## src/rtl/spi_slave.sv

```systemverilog
// spi_slave: SPI mode-0 slave that frames 10-bit RAM commands from MOSI
// and shifts 8-bit RAM read data back out on MISO, MSB first.
module spi_slave #(
  parameter int ADDR_SIZE = 8
) (
  input  logic                 clk,
  input  logic                 rst_n,
  input  logic                 MOSI,
  input  logic                 SS_n,
  output logic                 MISO,
  output logic [ADDR_SIZE+1:0] rx_data,
  output logic                 rx_valid,
  input  logic [ADDR_SIZE-1:0] tx_data,
  input  logic                 tx_valid
);
  localparam int CW = $clog2(ADDR_SIZE + 2);

  typedef enum logic [2:0] {IDLE, CHK_CMD, WRITE, READ_ADD, READ_DATA} state_t;

  state_t               r_state, w_next;
  logic [ADDR_SIZE:0]   r_sh;
  logic [CW-1:0]        r_cnt, r_tx_cnt;
  logic [ADDR_SIZE-1:0] r_tx_sh;
  logic                 r_rd_done, r_load;
  logic                 w_frame_bit, w_last_bit, w_tx_go;

  // r_cnt saturates at ADDR_SIZE+1 once bit 0 is in, so extra bits are ignored
  assign w_frame_bit = (r_state != IDLE) && (r_cnt < CW'(ADDR_SIZE + 1));
  assign w_last_bit  = (r_state != CHK_CMD) && (r_cnt == CW'(ADDR_SIZE));
  assign w_tx_go     = (r_state == READ_DATA) && (r_cnt == CW'(ADDR_SIZE + 1));

  always_ff @(posedge clk or negedge rst_n)
    if (!rst_n) r_state <= IDLE;
    else        r_state <= w_next;

  always_comb begin
    w_next = r_state;
    if (SS_n)                     w_next = IDLE;
    else if (r_state == IDLE)     w_next = CHK_CMD;
    else if (r_state == CHK_CMD)  w_next = !MOSI ? WRITE : (r_rd_done ? READ_DATA : READ_ADD);
  end

  always_ff @(posedge clk or negedge rst_n) begin
    if (!rst_n) begin
      MISO      <= 1'b0;
      rx_data   <= '0;
      rx_valid  <= 1'b0;
      r_sh      <= '0;
      r_cnt     <= '0;
      r_tx_cnt  <= '0;
      r_tx_sh   <= '0;
      r_rd_done <= 1'b0;
      r_load    <= 1'b0;
    end else begin
      rx_valid <= 1'b0;
      if (SS_n) begin
        r_cnt    <= '0;
        r_tx_cnt <= '0;
        r_load   <= 1'b0;
        MISO     <= 1'b0;
      end else begin
        if (w_frame_bit) begin
          r_sh <= {r_sh[ADDR_SIZE-1:0], MOSI};
          if (r_state != CHK_CMD) r_cnt <= r_cnt + 1'b1;
          if (w_last_bit) begin
            rx_data  <= {r_sh, MOSI};
            rx_valid <= 1'b1;
            if (r_state == READ_ADD) r_rd_done <= 1'b1;
          end
        end
        // r_load blocks a held-high tx_valid from reloading the shifter
        if (w_tx_go) begin
          if (!r_load && tx_valid) begin
            r_load   <= 1'b1;
            MISO     <= tx_data[ADDR_SIZE-1];
            r_tx_sh  <= tx_data << 1;
            r_tx_cnt <= CW'(ADDR_SIZE);
          end else if (r_tx_cnt > CW'(1)) begin
            MISO     <= r_tx_sh[ADDR_SIZE-1];
            r_tx_sh  <= r_tx_sh << 1;
            r_tx_cnt <= r_tx_cnt - 1'b1;
          end else if (r_tx_cnt == CW'(1)) begin
            MISO      <= 1'b0;
            r_rd_done <= 1'b0;
            r_tx_cnt  <= '0;
          end
        end
      end
    end
  end
endmodule

```

## config.mk

```make
export PLATFORM = sky130hd
export DESIGN_NAME = spi_slave
export DESIGN_NICKNAME = d
export VERILOG_FILES = /design/src/rtl/spi_slave.sv
export SDC_FILE = /design/constraint.sdc
export NUM_CORES = 1
export LEC_CHECK = 0
export BUFFER_PORTS_ARGS = -buffer_cell sky130_fd_sc_hd__buf_2
export CAP_MARGIN = 20
export CORE_MARGIN = 1
export CORE_UTILIZATION = 50
export CTS_CLUSTER_SIZE = 20
export DETAILED_ROUTE_END_ITERATION = 12
export GPL_TIMING_DRIVEN = 1
export PLACE_DENSITY = 0.71
export SYNTH_ARGS = -nofsm -noshare
export SYNTH_HDL_FRONTEND = slang
export SYNTH_SLANG_ARGS = --single-unit
```

## constraint.sdc

```tcl
create_clock -name clk -period 5 [get_ports clk]
set_input_delay 0 -clock clk [delete_from_list [all_inputs] [get_ports clk]]
set_output_delay 0 -clock clk [all_outputs]
set_load 0.01 [all_outputs]
```

# Word level (Yosys, flattened, before mapping)
# Index checks and enable logic that the tools add are counted.
dict set report op_classes {
  add_sub_neg 2
  n_mul 0
  n_div 0
  magnitude_cmp 2
  eq_ne 7
  shift 0
  mux 33
  n_bitwise 1
  n_reduce_logical 20
}
# operator n
set ops {}
lappend ops {{$mux 4} 8}
lappend ops {{$mux 1} 18}
lappend ops {{$mux 8} 2}
lappend ops {{$mux 3} 5}
lappend ops {{$reduce_bool 2->1} 5}
lappend ops {{$eq 4x4->1 const B} 2}
lappend ops {{$reduce_and 2->1} 4}
lappend ops {{$reduce_and 3->1} 2}
lappend ops {{$reduce_bool 3->1} 2}
lappend ops {{$add 4x1->4 const B} 1}
lappend ops {{$eq 4x1->1 const B} 1}
lappend ops {{$gt 4x1->1 const B} 1}
lappend ops {{$logic_and 1x1->1} 4}
lappend ops {{$lt 4x4->1 const B} 1}
lappend ops {{$reduce_bool 4->1} 1}
lappend ops {{$sub 4x1->4 const B} 1}
lappend ops {{$eq 3x1->1 const B} 1}
lappend ops {{$eq 3x2->1 const B} 1}
lappend ops {{$eq 3x3->1 const B} 1}
lappend ops {{$logic_not 3->1} 1}
lappend ops {{$ne 3x1->1 const B} 1}
lappend ops {{$logic_not 1->1} 1}
lappend ops {{$not 1->1} 1}
dict set report word_totals {
  register_bits 42
  latch_bits 0
  ramBits 0
  romBits 0
  inputBits 13
  output_inout_bits 12
  wordCells 75
  n_memories 0
}

# Logic depth before layout (Yosys ltp)
# Gate-level depths: netlist of the first run.
dict set report logic_depth {
  ltp_word 8
  depth_mapped 8
  mapped_depth_nobuf 7
}

# Least setup slack after synthesis of the first run
# No wires, ideal clock.
dict set report synth_path {
  path_type {register to register}
  start {register r_cnt[0]}
  end {register r_sh[0]}
  setup_time_ps 125
  t_arrival_ps 1526
  required_time_ps 4875
  slack_ps 3350
  path_stages_with_launch 6
  path_buffers 0
  synth_period_minus_slack_ps 1650
  path_cell_list {dfrtp_1 > inv_1 > ha_1 > nand2b_1 > a211oi_4 > mux2_2}
}
dict set report synth_via {
  elab_chain_cells 3
}
# element line_no
set synth_rtl {}
lappend synth_rtl {{from (decl)} 22} ;# logic [CW-1:0] r_cnt, r_tx_cnt;
lappend synth_rtl {{from (signal assigned)} 64} ;# if (r_state != CHK_CMD) r_cnt <= r_cnt + 1'b1;
lappend synth_rtl {{$lt 4x4->1} 28} ;# assign w_frame_bit = (r_state != IDLE) && (r_cnt < CW'(ADDR_SIZE + 1));
lappend synth_rtl {{$logic_and 1x1->1} 28}
lappend synth_rtl {{$reduce_and 2->1 (no line)} --}
lappend synth_rtl {{to (signal assigned)} 63} ;# r_sh <= {r_sh[ADDR_SIZE-1:0], MOSI};
lappend synth_rtl {{to (decl)} 21} ;# logic [ADDR_SIZE:0] r_sh;
# No other way between the ends.
# A chain may end at the register's enable or synchronous reset.

# Worst setup path after layout of the first run
dict set report layout_path {
  start {register r_cnt[0]}
  end {register r_rd_done}
}
dict set report layout_via {
  elab_chain_cells 8
  word_cells_on_any_way 12
  cone_classes {order compare: 1; eq/ne: 2; mux: 6; reduce/logical: 3}
}
# element line_no
set layout_rtl {}
lappend layout_rtl {{parallel branches: the longest is 7 deep, another holds $lt 4x4->1} --}
lappend layout_rtl {{$mux 1 *} 72} ;# if (w_tx_go) begin
lappend layout_rtl {{to (signal assigned)} 52} ;# r_rd_done <= 1'b0;
lappend layout_rtl {{to (signal assigned)} 68} ;# if (r_state == READ_ADD) r_rd_done <= 1'b1;
lappend layout_rtl {{to (signal assigned)} 84} ;# r_rd_done <= 1'b0;
lappend layout_rtl {{to (decl)} 24} ;# logic r_rd_done, r_load;
# Mark *: on every way between the ends.

==> out/metrics.csv, run 1 <==
stage,metric,value,unit
floorplanning,# IOs,25,
worst_setup_path,Top delay family on crit path,simple AND/OR/NAND/NOR gates,
worst_setup_path,Required @ worst endpoint,5.21,ns
floorplanning,Initial Utilization,52.54,%
worst_setup_path,CP Max Fanout,12,
worst_hold_path,Tightest Hold Check Type,input pin to flop,
timing,Setup Viol. Count Final,0,
power,Leak,1.139,nW
layout,fin area,2225,µm²
timing,skew final,0.004327,ns
timing,Worst-Margin Slew,0.8681,ns
drt,Pre-Repair DR Iteration Count,4,
global_routing,Congestion Overflow GR,0,
drt,Via density,5.309,
timing,Tmin final,1.929,ns
synthesis,Seq cells post-synth,41,
timing,Final Hold Vio Count,0,
power,maximum VDD drop,0.2494,mV
floorplanning,# rows,22,
clock_tree,cts bufs inserted,5,
timing,Fmax,518.5,MHz
synthesis,"area leader, netlist",dfrtp_1,
worst_setup_path,worst r2r path cells,7,
timing,Pins Over Slew Limit,0,
synthesis,async set or reset register ratio after synthesis,100.0,%
run,Max-Cap Viols,0,
clock_tree,Post-CTS Hold Fix Bufs,5,
clock_tree,Post-CTS Setup Repair Bufs,0,
drt,Total Wirelength,3521,µm
floorplanning,die height,64.26,µm
worst_setup_path,R2R Setup Slk,3.07,ns
timing,setup ws final,3.071,ns
layout,diodes inserted,0,
worst_hold_path,hold_sp,tx_data[4],
global_routing,GR Util All Layers,19.59,%
synthesis,Synth Instances,186,
placement,Final GP Congestion,0.8549,
power,PwrDens,310.2,nW/µm²
worst_setup_path,worst setup path class,flop to flop,
clock_tree,clock root buffer master,clkbuf_8,
synthesis,mean cell area of the mapped netlist,10.42,µm²
synthesis,area share of the largest cell type after synthesis,52.94,%
worst_setup_path,slowest CP cell,or3_1,
layout,Area growth syn-to-layout,14.78,%
worst_setup_path,arrival time worst endpoint,2.14,ns
synthesis,Area contributors post-synth,"dfrtp_1, mux2_2, nand2_1",
synthesis,post-synthesis cell type count,37,
drt,DRT antenna net count,0,
worst_setup_path,Crit Reg-Reg Endpoint,r_rd_done,
synthesis,register area share after synthesis,52.94,%
timing,unrepaired setup endpoints after global routing,false,
clock_tree,post-cts sizing count,0,
placement,Port Buffer Count,24,
global_routing,first-pass GRT wire length,6127,µm
worst_hold_path,Hold Path End,r_tx_sh[5],
placement,placed cell areas,2087,µm²
drt,vias,1407,
synthesis,Ys Warns,0,
placement,DP HPWL,2452,µm
placement,DP Worst Slack,3.065,ns
drt,drt drc,0,
global_routing,largest net degree at the start of global routing,42,
layout,Nets,234,
synthesis,Post-Syn Area,1938,µm²
floorplanning,Die Area,4129,µm²
worst_setup_path,worst-path cell chain,inv_1 -> ha_1 -> nand2b_1 -> or3_1 -> inv_2 -> a31oi_1 -> a41oi_1,
worst_setup_path,CP Capture Type,flop,
worst_setup_path,RR Startpoint,r_cnt[0],
layout,Fillers,302,
clock_tree,# clock sinks,41,
timing,Setup TNS,0,ns
clock_tree,worst-case clock buffer depth,2,
floorplanning,Core Box Area,3689,µm²
floorplanning,Die Span X,64.26,µm
synthesis,most common cell in the netlist,nand2_1,
global_routing,antenna violations before repair,0,
clock_tree,CTS tree,built,
drt,drt initial violations,71,
layout,share of cells above drive strength 1,25.35,%
synthesis,"top cells by count, synth","nand2_1, dfrtp_1, mux2_2",
global_routing,vias in the first global route,1372,
drt,WL per Instance,13.29,µm
synthesis,prevailing post-synth register cell,dfrtp_1,
clock_tree,clk slew on worst S/H paths,0.07,ns
worst_setup_path,Worst Path Buf+Inv,2,
outcome,status,finished clean,
timing,Hold Slack,0.02176,ns
clock_tree,worst skew pair latency,0.29,ns
power,Design Power,690.1,µW
worst_hold_path,Cells on Worst Hold Path,4,
worst_setup_path,CP max stage delay,0.51,ns
worst_setup_path,Worst setup SP type,flop,
clock_tree,H-tree Lvls,2,
synthesis,syn_nets,204,
timing,fin crit share,38.57,%
synthesis,number of synthesized flops with an enable pin,0,
timing,Relative slew margins,42.13,%
[metal layers]
layer | track usage, % | vias up | part of all wire [%]
li1 | - | 688 | -
met2 | 33.03 | 33 | 49
met1 | 23.60 | 678 | 45
met3 | 5.536 | 8 | 3.8
met4 | 7.500 | 0 | 2.2
met5 | 0 | - | 0
[area by class of cell]
class                      instances  area [µm²]  share of cell area (%)
clock buffer                       6       72.57                   3.262
clock inverter                     2       15.01                  0.6749
inverter                          10       37.54                   1.687
multi-input combinational        129       843.3                   37.91
sequential                        41        1026                   46.12
tap                               48       60.06                   2.700
timing repair buffer              29       170.2                   7.649
[registers in the layout (all words and copies together), names as in the netlist]
name and cells:
rx_data 10, r_rd_done 1, r_tx_sh 7, r_sh 9
rx_valid 1, MISO 1, r_load 1, r_state 3
r_cnt 4, r_tx_cnt 4
[worst reg2reg max path: stages, from the launching register on]
cell	delay, ns
dfrtp_1	0.43
inv_1	0.10
ha_1	0.16
nand2b_1	0.13
or3_1	0.51
inv_2	0.25
a31oi_1	0.11
a41oi_1	0.16
[stage by stage]
stage	util [%]	cells
detailed placement	56.58	252
global placement	56.58	252
floorplan	-	186
global route	60.31	265
finish	60.31	265
CTS	60.31	265
[how the worst max path moves through the flow]
stage | slack [ns] | startpoint | to | depth (start not counted)
after floorplan | 3.35 | r_cnt[0] | r_sh[0] | 5
after global placement | 3.16 | r_cnt[0] | r_rd_done | 7
after detailed placement | 3.06 | r_cnt[0] | r_rd_done | 7
after CTS | 3.07 | r_cnt[0] | r_rd_done | 7
after global routing | 2.91 | r_cnt[0] | r_rd_done | 7
final | 3.07 | r_cnt[0] | r_rd_done | 7
[logic make-up (layout without fill, tap and decap cells)]
kind of cell | count (synthesis) | count (layout) | share of synthesized area, %
multiplexers | 19 | 19 | 10.91
buffers and inverters | 16 | 47 | 3.550
XOR/XNOR | 2 | 2 | 0.9040
AO/OA/AOI/OAI | 23 | 23 | 9.943
AND/OR/NAND/NOR | 80 | 80 | 18.53
adder cells (fa/ha/maj) | 5 | 5 | 3.228
flip-flops | 41 | 41 | 52.94
[power breakdown]
part	switching [mW]	internal [mW]
Clock	0.113	0.0982
Combinational	0.0369	0.0446
Sequential	0.0291	0.368
Total	0.179	0.511
[cells in the final DEF, fill, tap and decap left out, types with 2 or more instances in the layout]
cell,synthesis,routed
clkbuf_8,0,5
mux2i_1,2,2
nor2_1,15,15
dlygate4sd3_1,0,5
dfrtp_1,41,41
xnor2_1,2,2
o21ai_0,3,3
inv_1,9,9
nand2_1,49,49
nor3_1,3,3
mux2_2,17,17
ha_1,5,5
a21oi_1,4,4
a41oi_1,2,2
clkinvlp_4,0,2
a31oi_1,2,2
buf_2,1,24
nand3_1,2,2
nand2b_1,4,4
nor2b_1,2,2
Note: power is estimated with default switching activity, not from simulation.
==> run 2, diff against run 1 <==
clock period = 1.9 ns   (was 5 ns; I/O delays follow)
==> run 2 against run 1 <==
Hold slack gained 0.0074 ns. Clock skew shrank 0.00061 ns. Setup slack lost 3.0 ns.
==> out/metrics.csv, run 2 (synthesis results as in run 1) <==
stage,metric,value,unit
outcome,status,finished clean,
power,PwrDens,817.0,nW/µm²
drt,vias,1394,
floorplanning,# rows,22,
global_routing,GR Util All Layers,20.39,%
layout,fin area,2312,µm²
global_routing,antenna violations before repair,0,
global_routing,vias in the first global route,1447,
worst_setup_path,Worst setup SP type,flop,
timing,setup ws final,0.1112,ns
layout,max reg flops,10,
global_routing,largest net degree at the start of global routing,42,
layout,fin util,62.69,%
drt,drt initial violations,49,
clock_tree,cts bufs inserted,5,
layout,Final Non-Filler Cells,273,
floorplanning,Core Box Area,3689,µm²
worst_setup_path,arrival time worst endpoint,1.96,ns
layout,Nets,242,
worst_setup_path,CP Max Fanout,7,
power,maximum VDD drop,0.6207,mV
clock_tree,worst skew pair latency,0.29,ns
clock_tree,# clock sinks,41,
drt,DRT antenna net count,0,
timing,Final Hold Vio Count,0,
drt,WL per Instance,12.89,µm
placement,placed cell areas,2152,µm²
timing,Setup Viol. Count Final,0,
timing,Fmax,559.0,MHz
placement,Cells after DPL,259,
layout,share of cells above drive strength 1,28.89,%
timing,fin crit share,94.15,%
clock_tree,clk slew on worst S/H paths,0.07,ns
worst_hold_path,Tightest Hold Check Type,input pin to flop,
placement,Final GP Congestion,0.8672,
placement,DP HPWL,2517,µm
layout,"commonest non-fill, non-tap cell in the layout",nand2_1,
layout,most frequent cells in the layout,"nand2_1, dfrtp_1, buf_2, mux2_2, nor2_1",
floorplanning,Die Area,4129,µm²
drt,Total Wirelength,3519,µm
worst_setup_path,CP max stage delay,0.45,ns
timing,Setup TNS,0,ns
worst_setup_path,worst-path cell chain,ha_1 -> nor2_1 -> nor3_1 -> buf_4 -> a21oi_4 -> mux2_2,
timing,Hold Slack,0.02912,ns
worst_setup_path,worst setup path class,flop to flop,
timing,Worst-Margin Slew,0.8765,ns
clock_tree,clock root buffer master,clkbuf_8,
floorplanning,# IOs,25,
run,Max-Cap Viols,0,
layout,Area growth syn-to-layout,19.30,%
floorplanning,Initial Utilization,52.54,%
timing,skew final,0.003719,ns
clock_tree,worst-case clock buffer depth,2,
power,Design Power,1.889,mW
clock_tree,CTS tree,built,
layout,diodes inserted,0,
layout,largest registers,"rx_data (10), r_sh (9), r_tx_sh (7)",
drt,drt drc,0,
global_routing,Congestion Overflow GR,0,
worst_setup_path,CP Capture Type,flop,
floorplanning,Die Span X,64.26,µm
drt,Pre-Repair DR Iteration Count,4,
layout,largest reg by FF count,rx_data,
timing,Pins Over Slew Limit,0,
power,Leak,1.196,nW
worst_setup_path,Required @ worst endpoint,2.07,ns
worst_setup_path,slowest CP cell,dfrtp_2,
timing,unrepaired setup endpoints after global routing,false,
global_routing,first-pass GRT wire length,6354,µm
timing,Relative slew margins,41.57,%
placement,DP Worst Slack,0.08722,ns
placement,Port Buffer Count,24,
floorplanning,die height,64.26,µm
drt,Via density,5.106,
clock_tree,H-tree Lvls,2,
timing,Tmin final,1.789,ns
-- run 2: critical path, delay by kind of cell (launching register included) --
family                     cells  cell delay [ns]
DFF                            1             0.45
muxes                          1             0.37
AOI/OAI and AO/OA              1             0.24
buffers and inverters          1             0.15
adders and majority gates      1             0.26
and+or+nand+nor                2             0.21
-- run 2: final cells by class --
type                       instances  area (µm²)
fill                             324        1376
sequential                        41        1027
multi-input combinational        129       843.3
timing repair buffer              37       242.7
clock buffer                       7       96.34
tap                               48       60.06
inverter                          10       37.54
clock inverter                     1       5.005
-- run 2: repair_timing --
item / in CTS / in global routing
gates resized for setup: 0 / 1
setup buffers: 0 / 1
hold buffers: 5 / 0
endpoints found under the setup margin: 0 / 6
hold endpoints to repair: 45 / 0
-- run 2: power breakdown --
group / leakage (nW) / switching [mW] / internal [mW] / total (mW)
Sequential: 0.544 / 0.0791 / 0.970 / 1.05
Combinational: 0.598 / 0.106 / 0.127 / 0.233
Clock: 0.0542 / 0.279 / 0.328 / 0.607
-- run 2: final timing paths --
kind	start	to	slack (ns)	cells past startpoint
worst min-delay path	tx_data[3]	r_tx_sh[4]	0.03	4
worst max register to register	r_tx_cnt[0]	r_tx_sh[2]	0.11	6
worst max-delay path	r_tx_cnt[0]	r_tx_sh[2]	0.11	6
min in group asynchronous	rst_n	r_tx_sh[2]	0.37	2
max in group asynchronous	rst_n	r_tx_cnt[0]	0.94	2
worst min register to register	r_sh[8]	rx_data[9]	0.48	2
-- run 2: per-layer routing --
metal | vias up | GRT usage (%) | routed length [µm]
met5 | - | 0 | 0
met4 | 0 | 7.778 | 47
met3 | 5 | 6.071 | 126
met2 | 21 | 35.26 | 1807
met1 | 665 | 23.57 | 1538
li1 | 703 | - | -
==> run 3, diff against run 2 <==
ABC_AREA = 1   (was unset)
GPL_TIMING_DRIVEN = 0   (was 1)
PLACE_DENSITY = 0.7   (was 0.71)
==> run 3 against run 2 <==
Non-clock buffer count down 4. Die area up 4.3%. Setup slack better by 0.25 ns. Critical path type unchanged. Largest cell class unchanged. Largest power group unchanged.
==> out/metrics.csv, run 3 <==
stage,metric,value,unit
run,Max-Cap Viols,0,
drt,WL per Instance,10.91,µm
drt,top sig layer,met4,
timing,Final Hold Vio Count,0,
drt,drt initial violations,101,
drt,Via density,4.713,
drt,wl on met1,1709,µm
layout,largest registers,"rx_data (10), r_sh (9), r_tx_sh (7)",
synthesis,Ys Warns,0,
clock_tree,CTS tree,built,
floorplanning,Die Area,4307,µm²
synthesis,Seq cells post-synth,41,
placement,DP HPWL,2503,µm
timing,Tmin final,1.534,ns
synthesis,Synth Instances,241,
timing,skew final,0.008014,ns
timing,Setup TNS,0,ns
synthesis,"top cells by count, synth","nand2_1, dfrtp_1, inv_1",
synthesis,mean cell area of the mapped netlist,8.400,µm²
synthesis,Post-Syn Area,2024,µm²
worst_setup_path,CP Capture Type,flop,
timing,Setup Viol. Count Final,0,
placement,Port Buffer Count,23,
synthesis,syn_nets,259,
floorplanning,Initial Utilization,53.68,%
worst_setup_path,Required @ worst endpoint,2.09,ns
clock_tree,H-tree Lvls,2,
timing,Pins Over Slew Limit,0,
drt,vias,1527,
clock_tree,Post-CTS Setup Repair Bufs,0,
floorplanning,# IOs,25,
clock_tree,clk slew on worst S/H paths,0.08,ns
layout,largest reg by FF count,rx_data,
drt,drt drc,0,
synthesis,area share of the largest cell type after synthesis,50.68,%
timing,fin crit share,80.73,%
synthesis,number of synthesized flops with an enable pin,0,
worst_setup_path,CP Max Fanout,10,
drt,routed wl met3,102,µm
global_routing,antenna violations before repair,0,
synthesis,largest family of logic cells by synthesized area,simple AND/OR/NAND/NOR gates,
synthesis,"area leader, netlist",dfrtp_1,
synthesis,Synth Area in Compound Gates,11.56,%
placement,Final GP Congestion,0.7625,
worst_setup_path,worst setup path class,flop to flop,
clock_tree,cts bufs inserted,5,
synthesis,Synth Area in Adders,3.090,%
placement,placed cell areas,2200,µm²
timing,Worst-Margin Slew,0.8859,ns
worst_setup_path,Worst Setup SP,r_cnt[1],
drt,DRT antenna net count,0,
worst_setup_path,Worst setup SP type,flop,
power,Leak,1.249,nW
clock_tree,# clock sinks,41,
synthesis,prevailing post-synth register cell,dfrtp_1,
layout,Nets,293,
global_routing,first-pass GRT wire length,6341,µm
worst_setup_path,arrival time worst endpoint,1.73,ns
timing,Fmax,652.0,MHz
drt,Pre-Repair DR Iteration Count,4,
floorplanning,Die Span X,65.63,µm
clock_tree,clock root buffer master,clkbuf_8,
worst_setup_path,RR Startpoint,r_cnt[1],
clock_tree,worst skew pair latency,0.30,ns
outcome,status,finished clean,
layout,fin area,2326,µm²
timing,Relative slew margins,40.94,%
synthesis,post-synthesis mux area share,0,%
global_routing,Congestion Overflow GR,0,
synthesis,post-synthesis cell type count,25,
layout,max reg flops,10,
worst_hold_path,hold_sp,tx_data[1],
floorplanning,# rows,22,
worst_setup_path,R2R Setup Slk,0.37,ns
timing,Hold Slack,0.01049,ns
synthesis,most common cell in the netlist,nand2_1,
clock_tree,worst-case clock buffer depth,2,
floorplanning,Core Box Area,3771,µm²
layout,share of cells above drive strength 1,22.83,%
drt,WL met2,1665,µm
power,PwrDens,859.2,nW/µm²
synthesis,async set or reset register ratio after synthesis,100.0,%
global_routing,vias in the first global route,1432,
timing,unrepaired setup endpoints after global routing,false,
synthesis,Area contributors post-synth,"dfrtp_1, nand2_1, inv_1",
layout,Area growth syn-to-layout,14.89,%
floorplanning,die height,65.63,µm
layout,diodes inserted,0,
drt,Total Wirelength,3536,µm
global_routing,largest net degree at the start of global routing,42,
layout,most frequent cells in the layout,"nand2_1, dfrtp_1, inv_1, buf_2, nor2_1",
synthesis,xor and xnor area share after synthesis,0.8653,%
layout,"commonest non-fill, non-tap cell in the layout",nand2_1,
global_routing,GR Util All Layers,19.88,%
synthesis,Simple-Gate Fraction of Synth Area,24.23,%
worst_hold_path,Tightest Hold Check Type,input pin to flop,
synthesis,register area share after synthesis,50.68,%
power,maximum VDD drop,0.3508,mV
clock_tree,post-cts sizing count,0,
run 3: cell types whose count changed after synthesis, sizes merged, moves of 3 or more:
| cell | previous run | this run |
|---|---|---|
| buf | 3 | 6 |
| clkbuf | 3 | 0 |
| inv | 10 | 34 |
| mux2 | 17 | 0 |
| nand2 | 49 | 84 |
| nand2b | 4 | 0 |
| nand3 | 2 | 6 |
| nor2 | 15 | 20 |
| o21ai | 3 | 29 |
run 3: critical path: stages (launching register included):
cell	delay [ns]
dfrtp_1	0.40
inv_1	0.11
ha_1	0.18
nand2_1	0.07
nand2_2	0.07
inv_2	0.06
nor2_8	0.17
nand2_2	0.09
buf_6	0.15
nand2_1	0.08
o21ai_2	0.05
run 3: metrics by stage:
step | power (mW) | setup slack, ns | cells | util, %
after CTS | 2.028 | 0.3522 | 324 | 61.68
after detailed placement | 1.458 | 0.3659 | 312 | 58.33
final | 1.998 | 0.3662 | 324 | 61.68
after floorplan | 1.348 | 0.5269 | 241 | -
after global placement | 1.451 | 0.3881 | 312 | 58.33
after global routing | 2.137 | 0.1994 | 324 | 61.68
run 3: repair_timing:
action | CTS | global route
hold buffers | 4 | 0
setup endpoints to repair | 0 | 0
hold endpoints to repair | 52 | 0
run 3: layout make-up:
type | count | area, µm²
buffer | 6 | 55.05
clock buffer | 5 | 68.82
clock inverter | 3 | 17.52
fill | 361 | 1445
inverter | 35 | 138.9
multi-input combinational | 159 | 804.5
sequential | 41 | 1026
tap | 48 | 60.06
timing repair buffer | 27 | 155.1
run 3: where the power goes:
group / switching, mW / internal (mW)
clock: 0.302 / 0.253
combinational: 0.252 / 0.131
sequential: 0.0653 / 0.995
total: 0.619 / 1.38
run 3: layer usage:
layer | vias up | global-route usage [%]
li1 | 815 | -
met1 | 691 | 24.44
met2 | 16 | 32.02
met3 | 5 | 5.729
met4 | 0 | 8.967
met5 | - | 0
run 3: path summary, 6_finish.rpt:
kind / end / depth (start not counted)
min: r_tx_sh[2] / 5
max in group asynchronous: r_cnt[2] / 2
max: rx_data[1] / 10
min in group asynchronous: r_sh[2] / 2
max reg2reg: rx_data[1] / 10
min reg2reg: rx_data[0] / 2
run 3: cells by family after synthesis:
kind of cell / Yosys count
simple gates: 115
xor+xnor: 2
fa+ha+maj: 5
compound gates: 37
flops: 41
buf+inv: 41
